**src/rtl/mem_wb_stage.sv**
```systemverilog
// MEM/WB pipeline register: captures MEM results, resolves the writeback
// destination and data, and counts retired instructions.
module mem_wb_stage #(
  parameter int unsigned DATA_WIDTH     = 32,
  parameter int unsigned REG_ADDR_WIDTH = 5,
  parameter int unsigned LINK_REG       = 31
) (
  input  logic                      clk,
  input  logic                      reset,
  input  logic                      stall,
  input  logic                      flush,
  input  logic                      memValid,
  input  logic                      memRegWrite,
  input  logic                      memMemToReg,
  input  logic                      memLink,
  input  logic [REG_ADDR_WIDTH-1:0] memWriteReg,
  input  logic [DATA_WIDTH-1:0]     memAluResult,
  input  logic [DATA_WIDTH-1:0]     memReadData,
  input  logic [DATA_WIDTH-1:0]     memPcPlus4,
  output logic                      wbValid,
  output logic                      wbRegWrite,
  output logic [REG_ADDR_WIDTH-1:0] wbWriteReg,
  output logic [DATA_WIDTH-1:0]     wbWriteData,
  output logic [31:0]               retireCount
);

  localparam int unsigned CNT_WIDTH = 32;
  localparam logic [REG_ADDR_WIDTH-1:0] LINK_IDX = REG_ADDR_WIDTH'(LINK_REG);

  logic [REG_ADDR_WIDTH-1:0] w_dest;
  logic [DATA_WIDTH-1:0]     w_wdata;
  logic                      w_reg_we;

  logic                      r_valid;
  logic                      r_reg_write;
  logic [REG_ADDR_WIDTH-1:0] r_write_reg;
  logic [DATA_WIDTH-1:0]     r_write_data;
  logic [CNT_WIDTH-1:0]      r_retire_count;

  // Writeback select: link beats load, load beats ALU; $0 is never written.
  always_comb begin
    w_dest   = memLink ? LINK_IDX : memWriteReg;
    w_wdata  = memAluResult;
    if (memLink) begin
      w_wdata = memPcPlus4;
    end else if (memMemToReg) begin
      w_wdata = memReadData;
    end
    w_reg_we = memValid & (memRegWrite | memLink) & (w_dest != '0);
  end

  always_ff @(posedge clk) begin
    if (reset) begin
      r_valid        <= 1'b0;
      r_reg_write    <= 1'b0;
      r_write_reg    <= '0;
      r_write_data   <= '0;
      r_retire_count <= '0;
    end else if (flush) begin
      r_valid      <= 1'b0;
      r_reg_write  <= 1'b0;
      r_write_reg  <= '0;
      r_write_data <= '0;
    end else if (!stall) begin
      r_valid      <= memValid;
      r_reg_write  <= w_reg_we;
      r_write_reg  <= w_dest;
      r_write_data <= w_wdata;
      if (memValid) begin
        r_retire_count <= r_retire_count + CNT_WIDTH'(1);
      end
    end
  end

  assign wbValid     = r_valid;
  assign wbRegWrite  = r_reg_write;
  assign wbWriteReg  = r_write_reg;
  assign wbWriteData = r_write_data;
  assign retireCount = r_retire_count;

endmodule

```
**config.mk**
```make
export PLATFORM = sky130hd
export DESIGN_NAME = mem_wb_stage
export DESIGN_NICKNAME = d
export VERILOG_FILES = /design/src/rtl/mem_wb_stage.sv
export SDC_FILE = /design/constraint.sdc
export NUM_CORES = 1
export LEC_CHECK = 0
export ABC_AREA = 1
export BUFFER_PORTS_ARGS = -buffer_cell sky130_fd_sc_hd__buf_2
export CORE_UTILIZATION = 30
export DETAILED_ROUTE_END_ITERATION = 12
export GPL_TIMING_DRIVEN = 0
export PLACE_DENSITY = 0.6
export RECOVER_POWER = 50
export SLEW_MARGIN = 40
export SYNTH_ARGS = -nofsm -noshare
export SYNTH_HDL_FRONTEND = slang
export SYNTH_SLANG_ARGS = --single-unit
export TNS_END_PERCENT = 10
```
**constraint.sdc**
```tcl
create_clock -name clk -period 1.8 [get_ports clk]
set_clock_uncertainty 0.2 [all_clocks]
set_input_delay 0 -clock clk [delete_from_list [all_inputs] [get_ports clk]]
set_output_delay 0 -clock clk [all_outputs]
set_load 0.01 [all_outputs]
```
* After elaboration in Yosys (flattened, before gate mapping)
Cells that the tools add are included. Widths: inputs -> output; s select.
Word-level totals: memory bits (writable) 0, bits in registers 71, memories 0, bits of input ports 109, latch bits 0, memory bits (read-only) 0, output and inout bits 71
Cells by class: muxes and demuxes 3, $mul 0, divide/modulo/power cells 0, bitwise logic cells 5, reduce and logical (&&, ||, !) cells 3, shift operators 0, $lt $le $gt $ge 0, add/subtract/negate cells 1, equality and inequality tests 0
Operators by type and width (count):
- $mux 32 | 2
- $add 32x1->32 const B | 1
- $mux 5 | 1
- $reduce_bool 5->1 | 1
- $reduce_and 3->1 | 1
- $and 1x1->1 | 2
- $not 1->1 | 2
- $reduce_or 2->1 | 1
- $or 1x1->1 | 1

* Longest topological paths before layout
word-level depth 3, gate-level depth with buffers 10, gate-level depth less buffers 9

* Worst setup path after synthesis
No wires, ideal clock.
kind reg2reg, start register r_retire_count[1] (netlist: retireCount[1]), end register r_retire_count[30] (netlist: retireCount[30]), path buffers 0, arrival time 1327 ps, slack 160 ps, clock period less this slack 1640 ps, required time 1487 ps, cell stages (with the launch flop) 9, cells stage by stage dfxtp_1 -> ha_1 -> nand3_2 -> inv_1 -> nand2_1 -> nor2_2 -> nand3_1 -> o21ai_1 -> nor2_1
Between the ends: word-level cells in the longest chain between the ends 1
Ends and longest elaborated chain:
- start: declaration | line 38 | logic [CNT_WIDTH-1:0] r_retire_count;
- start signal: assignment | line 70 | r_retire_count <= r_retire_count + CNT_WIDTH'(1);
- $add 32x1->32 | line 70
Every way passes these cells. A chain may end at the register's enable or synchronous reset.

* Worst setup path after layout
start register r_retire_count[0] (netlist: retireCount[0]), end register r_retire_count[30] (netlist: retireCount[30])
The elaborated chain is that of the path after synthesis.

==> impl_metrics.json <==
{
  "violations": "hold timing",
  "utilization": 0.4972,
  "antennaDiodeCount": 0,
  "cp-end-kind": "flip-flop",
  "wl_per_cell_microns": 13.78,
  "yosysTopAreaCell": "dfxtp_1",
  "drt_wl_total_microns": 14380,
  "cp_data_arrival_time_ns": 1.76,
  "top_usage_layer": "met2",
  "status": "complete, but fails checks",
  "power_density_nw_per_um2": 678.5,
  "rows": 41,
  "cts_root_buffer": "clkbuf_16",
  "sw_frac_of_total": 0.2474,
  "vias": 4866,
  "coreArea_sq_um": 12570,
  "grt_use_met1": 0.2514,
  "ys.warnings.count": 0,
  "vias_per_cell": 4.661,
  "critPathRequiredTime_ns": 1.84,
  "synthTopCellsByArea": "dfxtp_1 37%, nand2_1 12%, inv_1 7.1%",
  "clkSinkCount": 71,
  "synth_top_area_share": 0.3694,
  "placed_area_sq_um": 4943,
  "synth.most_common_cell": "nand2_1",
  "ys_seq_area_frac": 0.3694,
  "overflow": 0,
  "power.leakage_uw": 0.002746,
  "drive_above_1_share": 0.1927,
  "seqPwrFrac": 0.386,
  "layout.nets": 977,
  "io-pin-count": 180,
  "grt_util_all_layers": 0.2258,
  "cap_violations": 0,
  "regArea_sq_um": 1424,
  "place_congestion": 0.8055,
  "worstMarginPinSlew_ns": 0.5406,
  "timing.rr.start": "retireCount[0]",
  "cts-htree-levels": 3,
  "p_int_uw": 3191,
  "fmaxAchievable_mhz": 582.4,
  "async_flop_share": 0,
  "synth_common_cells": "118 x nand2_1, 73 x inv_1, 71 x dfxtp_1",
  "areaGrowthSynthToFinish_pct": 62.41,
  "die_h_microns": 115.2,
  "holdCritStartpoint": "stall",
  "hold-worst-slack_ns": -0.009145,
  "route.antenna.remaining_nets": 0,
  "period_minus_slack_ns": 1.717,
  "fp.dieArea_sq_um": 13280,
  "hold_violations": 1,
  "cts_tree": "done",
  "drt_iter0_drc": 270,
  "grt_pass1_vias": 4810,
  "cp-start-kind": "flip-flop",
  "synthesis.area_sq_um": 3847,
  "clk_pin_slew_ns": 0.06,
  "ys.flop_type": "dfxtp_1",
  "finalCritPeriodShare": 0.9539,
  "ctsLongestPathBuffers": 2,
  "synth_cell_types": 32,
  "drc": 0,
  "use_met2": 0.4060,
  "grt_pass1_wl_microns": 23160,
  "finalInstanceArea_sq_um": 6248,
  "critical_path_class": "flip-flop to flip-flop",
  "dp_hpwl_microns": 10010,
  "finalSetupViolCount": 0,
  "drv_slew": 0,
  "synth-seq-cells": 71,
  "met3_usage": 0.04797,
  "rsz0062_at_grt": "yes",
  "antenna_found_initial": 0,
  "synthesis.instances": 576,
  "slew_headroom": 0.6396,
  "clock_latency_ns": 0.34,
  "hold_path.class": "input port to flip-flop",
  "multiInputGateArea_sq_um": 2023,
  "syn_nets": 686,
  "irDropWorstVdd_uv": 480.5,
  "fillCellCount": 1278,
  "power.switching_uw": 1049,
  "grt_start_max_net_pins": 13,
  "syn_avg_cell_area_sq_um": 6.680,
  "crit_start": "retireCount[0]",
  "drt-pass1-iter-count": 5,
  "crit_fanout": 4,
  "power_frac_comb": 0.151,
  "synth_edf_count": 0,
  "cts_buffers": 9,
  "portBuffers": 176,
  "start_util": 0.3061,
  "die_x_microns": 115.2,
  "clock_power_share": 0.463
}
power by group through the flow:
stage	clock [uW]	sequential (uW)	combinational, uW
floorplan	0	1690	214
global placement	0	1670	469
detailed placement	0	1670	468
CTS	2000	1630	640
global route	2080	1640	703
finish	1960	1640	639
state kept, by name (all words and copies together), names as in the netlist:
| name | flops |
|---|---|
| retireCount | 32 |
| wbWriteData | 32 |
| wbWriteReg | 5 |
| wbRegWrite | 1 |
| wbValid | 1 |
kinds of logic (layout without fill, tap and decap cells):
logic type               after synthesis  count (layout)  synth area share
flip-flops                            71              71            0.3694
AND/OR/NAND/NOR                      264             264            0.3164
buffers and inverters                104             400            0.1070
XOR/XNOR                               3               3          0.006831
adder cells (fa/ha/maj)                1               1          0.003252
AO/OA/AOI/OAI                        133             133            0.1971
what timing repair did:
action	4_1_cts	5_1_grt
endpoints found under the setup margin	2	8
setup buffers	0	0
gates resized for setup	2	9
hold buffers	104	0
endpoints found under the hold margin	48	0
worst max-delay path: stages, from the launching register on:
cell and delay (ns):
dfxtp_2 0.37, ha_2 0.22, nand3_2 0.15, inv_2 0.11, nand2_1 0.11, nor2_2 0.15
nand3_1 0.14, o21ai_2 0.13, nor2_1 0.04
final timing paths:
path	slack [ns]	endpoint	depth (start not counted)
setup / recovery	0.08	retireCount[30]	8
hold / removal	-0.009	retireCount[1]	5
setup reg to reg	0.08	retireCount[30]	8
hold reg to reg	0.27	wbRegWrite	2
cells in the final DEF (no fill, tap or decap), drive strengths merged:
cell type / count
nand2: 121
buf: 120
dlygate4sd3: 101
clkbuf: 95
nor2: 76
inv: 75
dfxtp: 71
o21ai: 58
nand3: 30
a21oi: 27
nor3: 24
o211ai: 23
a31oi: 23
nand4: 9
clkinv: 4
xor2: 3
dlymetal6s4s: 3
and2: 2
nor3b: 2
bufinv: 2
o21a: 1
o2111ai: 1
ha: 1
final cells by class:
type | count | share of cell area
Buffer | 29 | 0.02002
Clock buffer | 10 | 0.03825
Clock inverter | 6 | 0.01342
Inverter | 75 | 0.04586
Multi-Input combinational cell | 401 | 0.3238
Sequential cell | 71 | 0.2279
Tap cell | 172 | 0.03444
Timing Repair Buffer | 280 | 0.2964
through the flow:
stage	power, uW	cells	TNS, ns	setup WS (ns)	hold slack, ns
2_1_floorplan	1901	576	0	0.1602	-0.08046
3_3_place_gp	2136	924	-0.003134	-0.003134	0.03917
3_5_place_dp	2136	924	-0.001865	-0.001865	0.04041
4_1_cts	4275	1044	0	0.01710	0.006564
5_1_grt	4419	1044	-0.01735	-0.01125	0.03253
6_report	4240	1044	0	0.08300	-0.009145
routing by layer:
metal | part of all wire | wire, microns
met1 | 0.41 | 5959
met2 | 0.50 | 7214
met3 | 0.054 | 781
met4 | 0.030 | 426
met5 | 0 | 0
Note: power is estimated with default switching activity, not from simulation.
